===== src/rtl/vector_alu_seq_if.sv =====
// Sequencer <-> vector ALU handshake and operand/result bus.
interface vector_alu_seq_if #(
  parameter int unsigned WIDTH = 16,
  parameter int unsigned LANES = 2
);
  logic             start;
  logic [4:0]       ALU_Op;
  logic [WIDTH-1:0] R;
  logic [WIDTH-1:0] S;
  logic [WIDTH-1:0] Y;
  logic [LANES-1:0] co;
  logic             busy;
  logic             done;

  // Sequencer side: issues requests, observes results
  modport master (
    output start, ALU_Op, R, S,
    input  Y, co, busy, done
  );

  // ALU side: accepts requests, produces results
  modport slave (
    input  start, ALU_Op, R, S,
    output Y, co, busy, done
  );
endinterface


===== src/rtl/vector_alu_seq.sv =====
// Registered lane-split vector ALU: single-cycle add/sub/logic, iterative
// shift-add unsigned multiply (one multiplier bit per clock per lane).
module vector_alu_seq #(
  parameter int unsigned WIDTH = 16,
  parameter int unsigned LANES = 2
) (
  input  logic              clk,
  input  logic              rst_n,
  vector_alu_seq_if.slave   bus
);

  localparam int unsigned LANE_W = WIDTH / LANES;
  localparam int unsigned ACC_W  = 2 * LANE_W;
  localparam int unsigned CNT_W  = $clog2(LANE_W) + 1;

  localparam logic [4:0] OP_ADD  = 5'b01010;
  localparam logic [4:0] OP_SUB  = 5'b01011;
  localparam logic [4:0] OP_AND  = 5'b01100;
  localparam logic [4:0] OP_OR   = 5'b01101;
  localparam logic [4:0] OP_XOR  = 5'b01110;
  localparam logic [4:0] OP_MUL  = 5'b10000;
  localparam logic [4:0] OP_MULH = 5'b10001;

  typedef enum logic [1:0] {
    S_IDLE = 2'd0,
    S_MUL  = 2'd1,
    S_DONE = 2'd2
  } state_t;

  state_t                            state_q, state_d;
  logic [WIDTH-1:0]                  y_q, y_d;
  logic [LANES-1:0]                  co_q, co_d;
  logic                              done_q, done_d;
  logic                              busy_q, busy_d;
  logic                              mulh_q, mulh_d;
  logic [CNT_W-1:0]                  cnt_q, cnt_d;
  logic [LANES-1:0][ACC_W-1:0]       acc_q, acc_d;
  logic [LANES-1:0][ACC_W-1:0]       mcand_q, mcand_d;
  logic [LANES-1:0][LANE_W-1:0]      mplier_q, mplier_d;

  logic [WIDTH-1:0]                  alu_y_c;
  logic [LANES-1:0]                  alu_co_c;
  logic [LANES-1:0][ACC_W-1:0]       acc_step_c;
  logic                              is_mul_c;

  // Single-cycle lane-wise result for every non-multiply opcode
  always_comb begin
    logic [LANE_W-1:0] a;
    logic [LANE_W-1:0] b;
    logic [LANE_W:0]   ext;
    alu_y_c  = '0;
    alu_co_c = '0;
    a        = '0;
    b        = '0;
    ext      = '0;
    for (int i = 0; i < int'(LANES); i++) begin
      a = bus.R[i*LANE_W +: LANE_W];
      b = bus.S[i*LANE_W +: LANE_W];
      case (bus.ALU_Op)
        OP_ADD: begin
          ext                        = {1'b0, a} + {1'b0, b};
          alu_y_c[i*LANE_W +: LANE_W] = ext[LANE_W-1:0];
          alu_co_c[i]                = ext[LANE_W];
        end
        OP_SUB: begin
          // Extended subtraction: top bit is set exactly when a < b
          ext                        = {1'b0, a} - {1'b0, b};
          alu_y_c[i*LANE_W +: LANE_W] = ext[LANE_W-1:0];
          alu_co_c[i]                = ext[LANE_W];
        end
        OP_AND:  alu_y_c[i*LANE_W +: LANE_W] = a & b;
        OP_OR:   alu_y_c[i*LANE_W +: LANE_W] = a | b;
        OP_XOR:  alu_y_c[i*LANE_W +: LANE_W] = a ^ b;
        default: alu_y_c[i*LANE_W +: LANE_W] = b;
      endcase
    end
  end

  // One shift-add partial-product accumulation per lane
  always_comb begin
    acc_step_c = '0;
    for (int i = 0; i < int'(LANES); i++) begin
      acc_step_c[i] = mplier_q[i][0] ? (acc_q[i] + mcand_q[i]) : acc_q[i];
    end
  end

  assign is_mul_c = (bus.ALU_Op == OP_MUL) || (bus.ALU_Op == OP_MULH);

  // Next-state and datapath-register update
  always_comb begin
    state_d  = state_q;
    y_d      = y_q;
    co_d     = co_q;
    done_d   = 1'b0;
    busy_d   = busy_q;
    mulh_d   = mulh_q;
    cnt_d    = cnt_q;
    acc_d    = acc_q;
    mcand_d  = mcand_q;
    mplier_d = mplier_q;

    case (state_q)
      S_IDLE, S_DONE: begin
        state_d = S_IDLE;
        if (bus.start) begin
          if (is_mul_c) begin
            for (int i = 0; i < int'(LANES); i++) begin
              mcand_d[i]  = ACC_W'(bus.R[i*LANE_W +: LANE_W]);
              mplier_d[i] = bus.S[i*LANE_W +: LANE_W];
            end
            acc_d   = '0;
            cnt_d   = '0;
            mulh_d  = (bus.ALU_Op == OP_MULH);
            busy_d  = 1'b1;
            state_d = S_MUL;
          end else begin
            y_d     = alu_y_c;
            co_d    = alu_co_c;
            done_d  = 1'b1;
            state_d = S_DONE;
          end
        end
      end
      S_MUL: begin
        acc_d = acc_step_c;
        for (int i = 0; i < int'(LANES); i++) begin
          mcand_d[i]  = mcand_q[i] << 1;
          mplier_d[i] = mplier_q[i] >> 1;
        end
        cnt_d = cnt_q + CNT_W'(1);
        // This edge retires the last multiplier bit
        if (cnt_q == CNT_W'(LANE_W - 1)) begin
          for (int i = 0; i < int'(LANES); i++) begin
            y_d[i*LANE_W +: LANE_W] = mulh_q ? acc_step_c[i][ACC_W-1:LANE_W]
                                             : acc_step_c[i][LANE_W-1:0];
          end
          co_d    = '0;
          done_d  = 1'b1;
          busy_d  = 1'b0;
          state_d = S_DONE;
        end
      end
      default: state_d = S_IDLE;
    endcase
  end

  // State and datapath registers; reset aborts any multiply in flight
  always_ff @(posedge clk or negedge rst_n) begin
    if (!rst_n) begin
      state_q  <= S_IDLE;
      y_q      <= '0;
      co_q     <= '0;
      done_q   <= 1'b0;
      busy_q   <= 1'b0;
      mulh_q   <= 1'b0;
      cnt_q    <= '0;
      acc_q    <= '0;
      mcand_q  <= '0;
      mplier_q <= '0;
    end else begin
      state_q  <= state_d;
      y_q      <= y_d;
      co_q     <= co_d;
      done_q   <= done_d;
      busy_q   <= busy_d;
      mulh_q   <= mulh_d;
      cnt_q    <= cnt_d;
      acc_q    <= acc_d;
      mcand_q  <= mcand_d;
      mplier_q <= mplier_d;
    end
  end

  assign bus.Y    = y_q;
  assign bus.co   = co_q;
  assign bus.busy = busy_q;
  assign bus.done = done_q;

endmodule


===== src/flat_wrapper.sv =====
// flat-port wrapper written by rule: the top's interface ports become plain ports
module vector_alu_seq_flat 
#(
  parameter int unsigned WIDTH = 16,
  parameter int unsigned LANES = 2
)
  (clk, rst_n, bus_start, bus_ALU_Op, bus_R, bus_S, bus_Y, bus_co, bus_busy, bus_done);
  vector_alu_seq_if #(.WIDTH(WIDTH), .LANES(LANES)) bus_i ();
  input  logic clk;
  input  logic rst_n;
  input wire logic [$bits(bus_i.start)-1:0] bus_start;
  input wire logic [$bits(bus_i.ALU_Op)-1:0] bus_ALU_Op;
  input wire logic [$bits(bus_i.R)-1:0] bus_R;
  input wire logic [$bits(bus_i.S)-1:0] bus_S;
  output wire logic [$bits(bus_i.Y)-1:0] bus_Y;
  output wire logic [$bits(bus_i.co)-1:0] bus_co;
  output wire logic [$bits(bus_i.busy)-1:0] bus_busy;
  output wire logic [$bits(bus_i.done)-1:0] bus_done;
  assign bus_i.start = bus_start;
  assign bus_i.ALU_Op = bus_ALU_Op;
  assign bus_i.R = bus_R;
  assign bus_i.S = bus_S;
  assign bus_Y = bus_i.Y;
  assign bus_co = bus_i.co;
  assign bus_busy = bus_i.busy;
  assign bus_done = bus_i.done;
  vector_alu_seq #(.WIDTH(WIDTH), .LANES(LANES)) u_core (.clk(clk), .rst_n(rst_n), .bus(bus_i));
endmodule

===== config.mk =====
export PLATFORM = sky130hd
export DESIGN_NAME = vector_alu_seq_flat
export DESIGN_NICKNAME = d
export VERILOG_FILES = /design/src/rtl/vector_alu_seq_if.sv /design/src/rtl/vector_alu_seq.sv /design/src/flat_wrapper.sv
export SDC_FILE = /design/constraint.sdc
export NUM_CORES = 1
export LEC_CHECK = 0
export CORE_MARGIN = 5
export CORE_UTILIZATION = 35
export CTS_CLUSTER_SIZE = 30
export DETAILED_ROUTE_END_ITERATION = 7
export PLACE_DENSITY = 0.57
export SYNTH_ARGS = -nofsm -noshare
export SYNTH_HDL_FRONTEND = slang
export SYNTH_SLANG_ARGS = --single-unit
export TNS_END_PERCENT = 30

===== constraint.sdc =====
create_clock -name clk -period 3.3 [get_ports clk]
set_clock_uncertainty 0.2 [all_clocks]
set_input_delay 0.825 -clock clk [delete_from_list [all_inputs] [get_ports clk]]
set_output_delay 0.825 -clock clk [all_outputs]
set_load 0.03 [all_outputs]

==> results of run 1 <==
## stage by stage
stage,util (%),TNS (ns),instances
finish,43.56,0,1513
global route,43.56,0,1513
CTS,43.51,0,1513
detailed placement,42.26,-1.736,1497
global placement,42.26,-1.579,1497
floorplan,-,0,1063
## critical path: stages
cell	delay, ns
clkdlybuf4s50_1	0.42
buf_4	0.14
ha_1	0.20
inv_1	0.08
fa_1	0.21
nor2b_1	0.07
o21a_1	0.19
o21a_1	0.17
o21a_1	0.19
o21ai_0	0.29
a211oi_1	0.12
a221o_1	0.27
## per-layer routing
metal	vias up	global-route usage, %	wire length (um)
met2	182	33.02	13050
li1	4062	-	-
met3	30	2.560	983
met4	0	4.518	480
met5	-	0	0
met1	4014	26.20	12370
## final cells by class
| class | instances | share of cell area (%) |
|---|---|---|
| clock inverter | 6 | 0.7107 |
| clock buffer | 10 | 2.168 |
| inverter | 53 | 1.883 |
| sequential | 107 | 25.35 |
| multi-input combinational | 839 | 51.72 |
| tap | 324 | 3.838 |
| timing repair buffer | 174 | 14.33 |
## sequential cells by signal, indices dropped and copies added (netlist names)
signal,flops
u_core.acc_q,32
u_core.mcand_q,32
u_core.bus.Y,16
u_core.mplier_q,16
u_core.cnt_q,4
u_core.bus.co,2
u_core.state_q,2
u_core.bus.busy,1
u_core.bus.done,1
u_core.mulh_q,1
## synth_stat cells (8+ instances only)
cell	n	share of area (%)
nand2_1	139	6.1
o21ai_0	139	8.1
dfrtp_1	107	31
a21oi_1	85	5.0
ha_1	80	12
nor2_1	73	3.2
inv_1	53	2.3
nand3_1	53	3.1
clkbuf_1	45	2.0
xnor2_1	19	1.9
buf_2	17	0.99
a211oi_1	16	1.4
xor2_1	16	1.6
o211ai_1	14	1.2
nor2b_1	11	0.80
a21o_1	10	0.87
a31oi_1	10	0.73
nor3_1	10	0.58
mux2_2	9	1.2
mux2i_1	9	1.0
o21bai_1	9	0.79
a22oi_1	8	0.70
o22ai_1	8	0.58
## logic make-up after synthesis
logic type	count (synthesis)	share of synthesized area, %
muxes	20	2.668
adders and majority gates	86	13.06
buffers and inverters	117	5.466
and+or+nand+nor	328	17.23
AOI/OAI and AO/OA	370	26.81
xor gates and xnor gates	35	3.571
DFF	107	31.20
## power groups by stage
| stage | combinational, mW | clock [mW] | sequential [mW] |
|---|---|---|---|
| 2_1_floorplan | 2.33 | 0 | 2.17 |
| 3_3_place_gp | 3.24 | 0 | 2.27 |
| 3_5_place_dp | 3.27 | 0 | 2.28 |
| 4_1_cts | 3.29 | 1.18 | 2.26 |
| 5_1_grt | 3.70 | 1.22 | 2.33 |
| 6_report | 3.31 | 1.14 | 2.26 |
## layout by cell type, fill, tap and decap left out, types with 10 or more instances in the layout
cell	count
a211oi_1	15
a21o_1	10
a21oi_1	85
a31oi_1	10
buf_4	111
clkdlybuf4s50_1	58
dfrtp_1	107
ha_1	80
inv_1	53
nand2_1	138
nand3_1	53
nor2_1	73
nor2b_1	10
nor3_1	10
o211ai_1	14
o21ai_0	137
xnor2_1	19
xor2_1	16
## path summary, 6_finish.rpt
check / from / end / slack [ns] / cells after the start
worst max-delay path: bus_R[0] / u_core.bus.co[0]$_DFFE_PN0P_ / 0.16 / 12
worst min-delay path: u_core.mplier_q[6]$_DFFE_PN0P_ / u_core.mplier_q[5]$_DFFE_PN0P_ / 0.28 / 2
worst max register to register: u_core.mcand_q[0]$_DFFE_PN0P_ / u_core.bus.Y[0]$_DFFE_PN0P_ / 0.20 / 9
worst min register to register: u_core.mplier_q[6]$_DFFE_PN0P_ / u_core.mplier_q[5]$_DFFE_PN0P_ / 0.28 / 2
max in group asynchronous: rst_n / u_core.cnt_q[2]$_DFFE_PN0P_ / 1.73 / 2
min in group asynchronous: rst_n / u_core.bus.Y[2]$_DFFE_PN0P_ / 0.30 / 1
==> results.yml, run 1 <==
yosys:
  synth.distinct_cells: 77
  syn_nets: 1189
  async_reset_ff_share_pct: 100.0
  synth_area_per_cell_um2: 8.075
  synthesis.area_um2: 8583
  synth_ff_type: "dfrtp_1"
  synth_seq_cells: 107
  synth_cells: 1063
  synth_edf_count: 0
  yosysSeqAreaShare_pct: 31.20
  yosys_warnings: 0
final_layout:
  nFillCells: 2447
  antenna_cells: 0
  ff_latch_area_um2: 2678
  fin_area_um2: 10560
  fin_nets: 1310
  multi_input_area_um2: 5463
  areaGrowthSynthToFinish_pct: 23.06
  drive_gt1_share_pct: 13.46
critical_path:
  arrival_ns: 3.18
  path_max_fanout: 3
  worst-setup-path-type: "in2reg"
  required_ns: 3.34
  cp-start-kind: "primary input"
  cp-end-kind: "register"
power:
  p_leak_nw: 4.762
  swShare_pct: 43.74
  p_int_mw: 3.778
  peakVddDrop_mv: 0.2953
  powerDensity_nw_per_um2: 635.9
  switchingPower_mw: 2.938
  pwr-share-comb_pct: 49.3
  clockPowerShare_pct: 17.0
  design_power_total_mw: 6.716
  seqPwrFrac_pct: 33.7
floorplan:
  ios: 60
  coreArea_um2: 24250
  fp.dieH_um: 166.6
  start_util_pct: 35.40
  fp-row-count: 57
  die_w_um: 166.6
  die_area_um2: 27760
sta:
  relSlewSlack_pct: 44.26
  finalCritPeriodShare_pct: 95.14
  min_period_ns: 3.139
  setup_ws_ns: 0.1605
  hold_viol: 0
  tightest_slew_ns: 0.8341
  slew_violations: 0
  rsz0062_at_grt: "false"
  max_freq_ghz: 0.3185
  setup_violations: 0
  hold_slack_ns: 0.2827
grt:
  grt_max_degree: 54
  antenna_found_initial: 0
  grt_use_total_pct: 19.34
  grt_pass1_vias: 8304
  grt_first_pass_wirelength_um: 44300
  gr-total-overflow: 0
clock_tree:
  hold_buffers: 0
  clockBufferDepth: 2
  cts_root_buffer: "clkbuf_16"
  cts_tree: "built"
  cts_buffers: 9
  clock_latency_ns: 0.36
  postCtsSetupRepairBufs: 0
  path_clk_slew_ns: 0.07
  cts_resized: 0
  cts.sinks: 107
  cts_htree_levels: 3
place:
  post-place-ws_ns: -0.2986
  place.gp.congestion: 0.9368
  placed_cell_area_um2: 10250
  dp_hpwl_um: 20450
  numPortBuffers: 59
detailed_routing:
  wl_per_cell_um: 17.77
  vias: 8288
  postRouteWirelength_um: 26890
  routed_via_density: 5.478
  drc_errors: 0
  drtIter0Drc: 552
  first_pass_iters: 5
  postRouteAntennaNets: 0
job:
  maxCapViolations: 0
hold_path:
  hold_path_class: "reg2reg"
outcome:
  run_status: "finished, final reports clean"
(Power assumes the default switching activity.)
==> inputs of run 2 (changes only) <==
Settings changed: SKIP_CTS_REPAIR_TIMING set to 1.
Clock period 3.3 ns to 3.7 ns, I/O delays scaled along.
==> results.yml, run 2 (same netlist as run 1, synthesis figures left out) <==
clock_tree:
  path_clk_slew_ns: 0.08
  cts_buffers: 9
  clockBufferDepth: 2
  cts_root_buffer: "clkbuf_16"
  clock_latency_ns: 0.36
  cts_tree: "built"
  cts_htree_levels: 3
  cts.sinks: 107
final_layout:
  antenna_cells: 0
  drive_gt1_share_pct: 8.607
  largestRegisters: "u_core.acc_q (32), u_core.mcand_q (32)"
  layout_commonest_cell: "o21ai_0"
  fin_nets: 1248
  areaGrowthSynthToFinish_pct: 17.19
  layout.cells.non_filler: 1451
  layout_common_cells: "o21ai_0 (139), nand2_1 (138), dfrtp_1 (107)"
floorplan:
  die_w_um: 166.6
  start_util_pct: 35.40
  ios: 60
  coreArea_um2: 24250
  die_area_um2: 27760
  fp.dieH_um: 166.6
  fp-row-count: 57
place:
  dp_cells: 1435
  place.gp.congestion: 0.9418
  dp_hpwl_um: 19820
  numPortBuffers: 59
grt:
  gr-total-overflow: 0
  grt_use_total_pct: 18.78
  grt-busiest-layer: "met2"
  met3_usage_pct: 2.607
  antenna_found_initial: 0
  use_met2_pct: 31.07
  grt_first_pass_wirelength_um: 42720
  grt_max_degree: 54
  use_met1_pct: 26.25
  grt_pass1_vias: 7832
job:
  maxCapViolations: 0
sta:
  slew_violations: 0
  relSlewSlack_pct: 45.73
  rsz0062_at_grt: "false"
  max_freq_ghz: 0.2935
  hold_viol: 0
  tightest_slew_ns: 0.7935
  min_period_ns: 3.407
  setup_violations: 0
  finalCritPeriodShare_pct: 92.09
power:
  p_leak_nw: 4.446
  peakVddDrop_mv: 0.3023
  powerDensity_nw_per_um2: 582.4
  design_power_total_mw: 5.858
hold_path:
  hold_path_class: "reg2reg"
detailed_routing:
  wl_per_cell_um: 18.06
  drc_errors: 0
  first_pass_iters: 5
  postRouteWirelength_um: 26210
  postRouteAntennaNets: 0
  routed_via_density: 5.470
  vias: 7937
  drtIter0Drc: 584
critical_path:
  required_ns: 3.71
  arrival_ns: 3.42
  cp-start-kind: "primary input"
  worst-setup-path-type: "in2reg"
  cp-end-kind: "register"
  path_max_fanout: 5
outcome:
  run_status: "finished, final reports clean"
[run 2: final timing paths]
kind                                           startpoint                        endpoint  slack (ns)  cells past startpoint
min                           u_core.bus.Y[2]$_DFFE_PN0P_     u_core.bus.Y[2]$_DFFE_PN0P_        0.28                      2
max                                              bus_S[1]     u_core.bus.Y[7]$_DFFE_PN0P_        0.29                     10
min reg2reg                   u_core.bus.Y[2]$_DFFE_PN0P_     u_core.bus.Y[2]$_DFFE_PN0P_        0.28                      2
max in group asynchronous                           rst_n   u_core.mcand_q[9]$_DFFE_PN0P_        2.17                      2
max reg2reg                u_core.mcand_q[16]$_DFFE_PN0P_    u_core.bus.Y[10]$_DFFE_PN0P_        0.47                      9
min in group asynchronous                           rst_n  u_core.mplier_q[1]$_DFFE_PN0P_        0.42                      1
[run 2: layout make-up]
type / instances / area, um2
Fill cell: 2511 / 14190
Tap cell: 324 / 405.4
Timing Repair Buffer: 112 / 1023
Clock buffer: 9 / 225.2
Multi-Input combinational cell: 839 / 5451
Clock inverter: 7 / 76.32
Sequential cell: 107 / 2678
Inverter: 53 / 198.9
[run 2: where the power goes]
group / total (mW) / internal, mW / switching, mW
clock: 1.01 / 0.530 / 0.479
sequential: 2.03 / 1.60 / 0.433
combinational: 2.82 / 1.17 / 1.65
[run 2: through the flow]
step | worst slack, ns | area (um2) | hold WS, ns | util (%) | setup TNS, ns
final | 0.2925 | 10060 | 0.2779 | 41.48 | 0
after global routing | 0.09683 | 10060 | 0.3132 | 41.48 | 0
after detailed placement | -0.04420 | 9757 | 0.2658 | 40.24 | -0.04977
after global placement | -0.01020 | 9757 | 0.2582 | 40.24 | -0.01020
after floorplan | 0.6959 | 8583 | 0.2495 | - | 0
after CTS | 0.3308 | 10060 | 0.2844 | 41.48 | 0
[run 2: worst max-delay path, cell delays in order]
cell and delay [ns]:
clkdlybuf4s50_1 0.53, inv_1 0.14, ha_1 0.35, o21bai_1 0.11, a221oi_1 0.36, nor3_1 0.09
a211oi_1 0.32, a21oi_1 0.11, o21ai_0 0.33, o311ai_2 0.16
[run 2: routing by layer]
metal | up-vias | wire [um]
met1 | 3831 | 12440
met5 | - | 0
met2 | 154 | 12420
li1 | 3928 | -
met4 | 0 | 428
met3 | 24 | 916
==> inputs of run 3 (changes only) <==
--- a/config.mk
+++ b/config.mk
@@ -7,7 +7,7 @@
 export LEC_CHECK = 0
-export CORE_MARGIN = 5
-export CORE_UTILIZATION = 35
+export CORE_MARGIN = 2
+export CORE_UTILIZATION = 65
 export CTS_CLUSTER_SIZE = 30
 export DETAILED_ROUTE_END_ITERATION = 7
-export PLACE_DENSITY = 0.57
+export PLACE_DENSITY = 0.92
 export SKIP_CTS_REPAIR_TIMING = 1
==> constraint.sdc (replaced) <==
create_clock -name clk -period 3.7 [get_ports clk]
set_clock_uncertainty 0.2 [all_clocks]
set_input_delay 0.555 -clock clk [delete_from_list [all_inputs] [get_ports clk]]
set_output_delay 0.555 -clock clk [all_outputs]
set_load 0.03 [all_outputs]
==> results.yml, run 3 (same netlist as run 1, synthesis figures left out) <==
final_layout:
  layout_commonest_cell: "o21ai_0"
  ff_latch_area_um2: 2678
  areaGrowthSynthToFinish_pct: 12.27
  multi_input_area_um2: 5451
  nFillCells: 933
  antenna_cells: 0
  largestRegisters: "u_core.acc_q (32), u_core.mcand_q (32)"
  drive_gt1_share_pct: 5.850
  final_util_pct: 75.44
  layout_common_cells: "o21ai_0 (139), nand2_1 (138), dfrtp_1 (107)"
  fin_nets: 1216
power:
  pwr-share-comb_pct: 46.9
  swShare_pct: 43.92
  peakVddDrop_mv: 0.4963
  p_leak_nw: 4.304
  switchingPower_mw: 2.616
  powerDensity_nw_per_um2: 617.9
  design_power_total_mw: 5.955
  p_int_mw: 3.339
  clockPowerShare_pct: 18.0
  seqPwrFrac_pct: 35.1
detailed_routing:
  drc_errors: 0
  postRouteAntennaNets: 0
  drtIter0Drc: 815
  postRouteWirelength_um: 24360
  first_pass_iters: 8
  routed_via_density: 6.553
  vias: 8296
  wl_per_cell_um: 19.24
critical_path:
  cp-end-kind: "register"
  arrival_ns: 3.20
  required_ns: 3.79
  path_max_fanout: 3
  worst-setup-path-type: "reg2reg"
  cp-start-kind: "register"
floorplan:
  coreArea_um2: 12770
  start_util_pct: 67.20
  fp-row-count: 41
  die_w_um: 118.9
  fp.dieH_um: 118.9
  ios: 60
  die_area_um2: 14140
sta:
  slew_violations: 0
  tightest_slew_ns: 0.8349
  min_period_ns: 3.116
  setup_violations: 0
  finalCritPeriodShare_pct: 84.21
  max_freq_ghz: 0.3209
  relSlewSlack_pct: 44.34
  fin_tns_setup_ns: 0
  hold_viol: 0
  rsz0062_at_grt: "false"
clock_tree:
  cts_buffers: 9
  cts_htree_levels: 3
  clockBufferDepth: 2
  path_clk_slew_ns: 0.07
  clock_latency_ns: 0.36
  cts_root_buffer: "clkbuf_16"
  cts.sinks: 107
  cts_tree: "built"
place:
  dp_hpwl_um: 17410
  numPortBuffers: 59
  place.gp.congestion: 0.9530
grt:
  gr-total-overflow: 0
  grt_use_total_pct: 34.84
  grt_pass1_vias: 7937
  antenna_found_initial: 0
  grt_first_pass_wirelength_um: 39470
  grt_max_degree: 82
job:
  maxCapViolations: 0
hold_path:
  hold_path_class: "in2async"
outcome:
  run_status: "finished, final reports clean"
[run 3: cell type report]
cell class,instances,share of cell area (%)
well taps,172,2.233
inverters,53,2.064
clock inverters,6,1.013
clock buffers,9,2.337
repair buffers,80,7.998
multi-input cells,839,56.57
flip-flops and latches,107,27.79
[run 3: power groups by stage]
stage	clock network, mW	logic [mW]	registers, mW
global route	1.12	3.07	2.13
detailed placement	0	2.70	2.08
floorplan	0	2.08	1.93
global placement	0	2.62	2.07
finish	1.07	2.80	2.09
CTS	1.07	2.75	2.07
[run 3: through the flow]
step | instance area, um2 | setup WS (ns) | std cells | hold slack, ns
floorplan | 8583 | 1.027 | 1063 | 0.05941
detailed placement | 9314 | 0.3304 | 1251 | 0.2629
finish | 9637 | 0.5842 | 1266 | 0.05570
CTS | 9637 | 0.6269 | 1266 | 0.09472
global route | 9637 | 0.4338 | 1266 | 0.1051
global placement | 9314 | 0.3781 | 1251 | 0.2618
[run 3: layer usage]
metal,GRT usage (%),part of all wire [%],vias up
li1,-,-,3877
met3,5.891,7.0,91
met1,44.16,40,3912
met2,57.65,48,416
met5,0,0,-
met4,17.26,4.3,0
[run 3: critical path, stage by stage (launching register included)]
cell	delay (ns)
dfrtp_1	0.43
ha_1	0.26
fa_1	0.50
a211oi_1	0.34
o21ai_0	0.22
a31oi_1	0.32
o21ai_0	0.20
xnor2_1	0.19
a211o_1	0.30
o21ai_1	0.08
[run 3: final timing paths]
kind	start	to	slack, ns	cells after the start
setup / recovery	u_core.mcand_q[0]$_DFFE_PN0P_	u_core.bus.Y[6]$_DFFE_PN0P_	0.58	9
hold / removal	rst_n	u_core.mplier_q[2]$_DFFE_PN0P_	0.06	1
setup reg to reg	u_core.mcand_q[0]$_DFFE_PN0P_	u_core.bus.Y[6]$_DFFE_PN0P_	0.58	9
hold reg to reg	u_core.mplier_q[5]$_DFFE_PN0P_	u_core.mplier_q[4]$_DFFE_PN0P_	0.29	2
max in group asynchronous	rst_n	u_core.mcand_q[24]$_DFFE_PN0P_	2.48	2
min in group clk	u_core.mplier_q[5]$_DFFE_PN0P_	u_core.mplier_q[4]$_DFFE_PN0P_	0.29	2
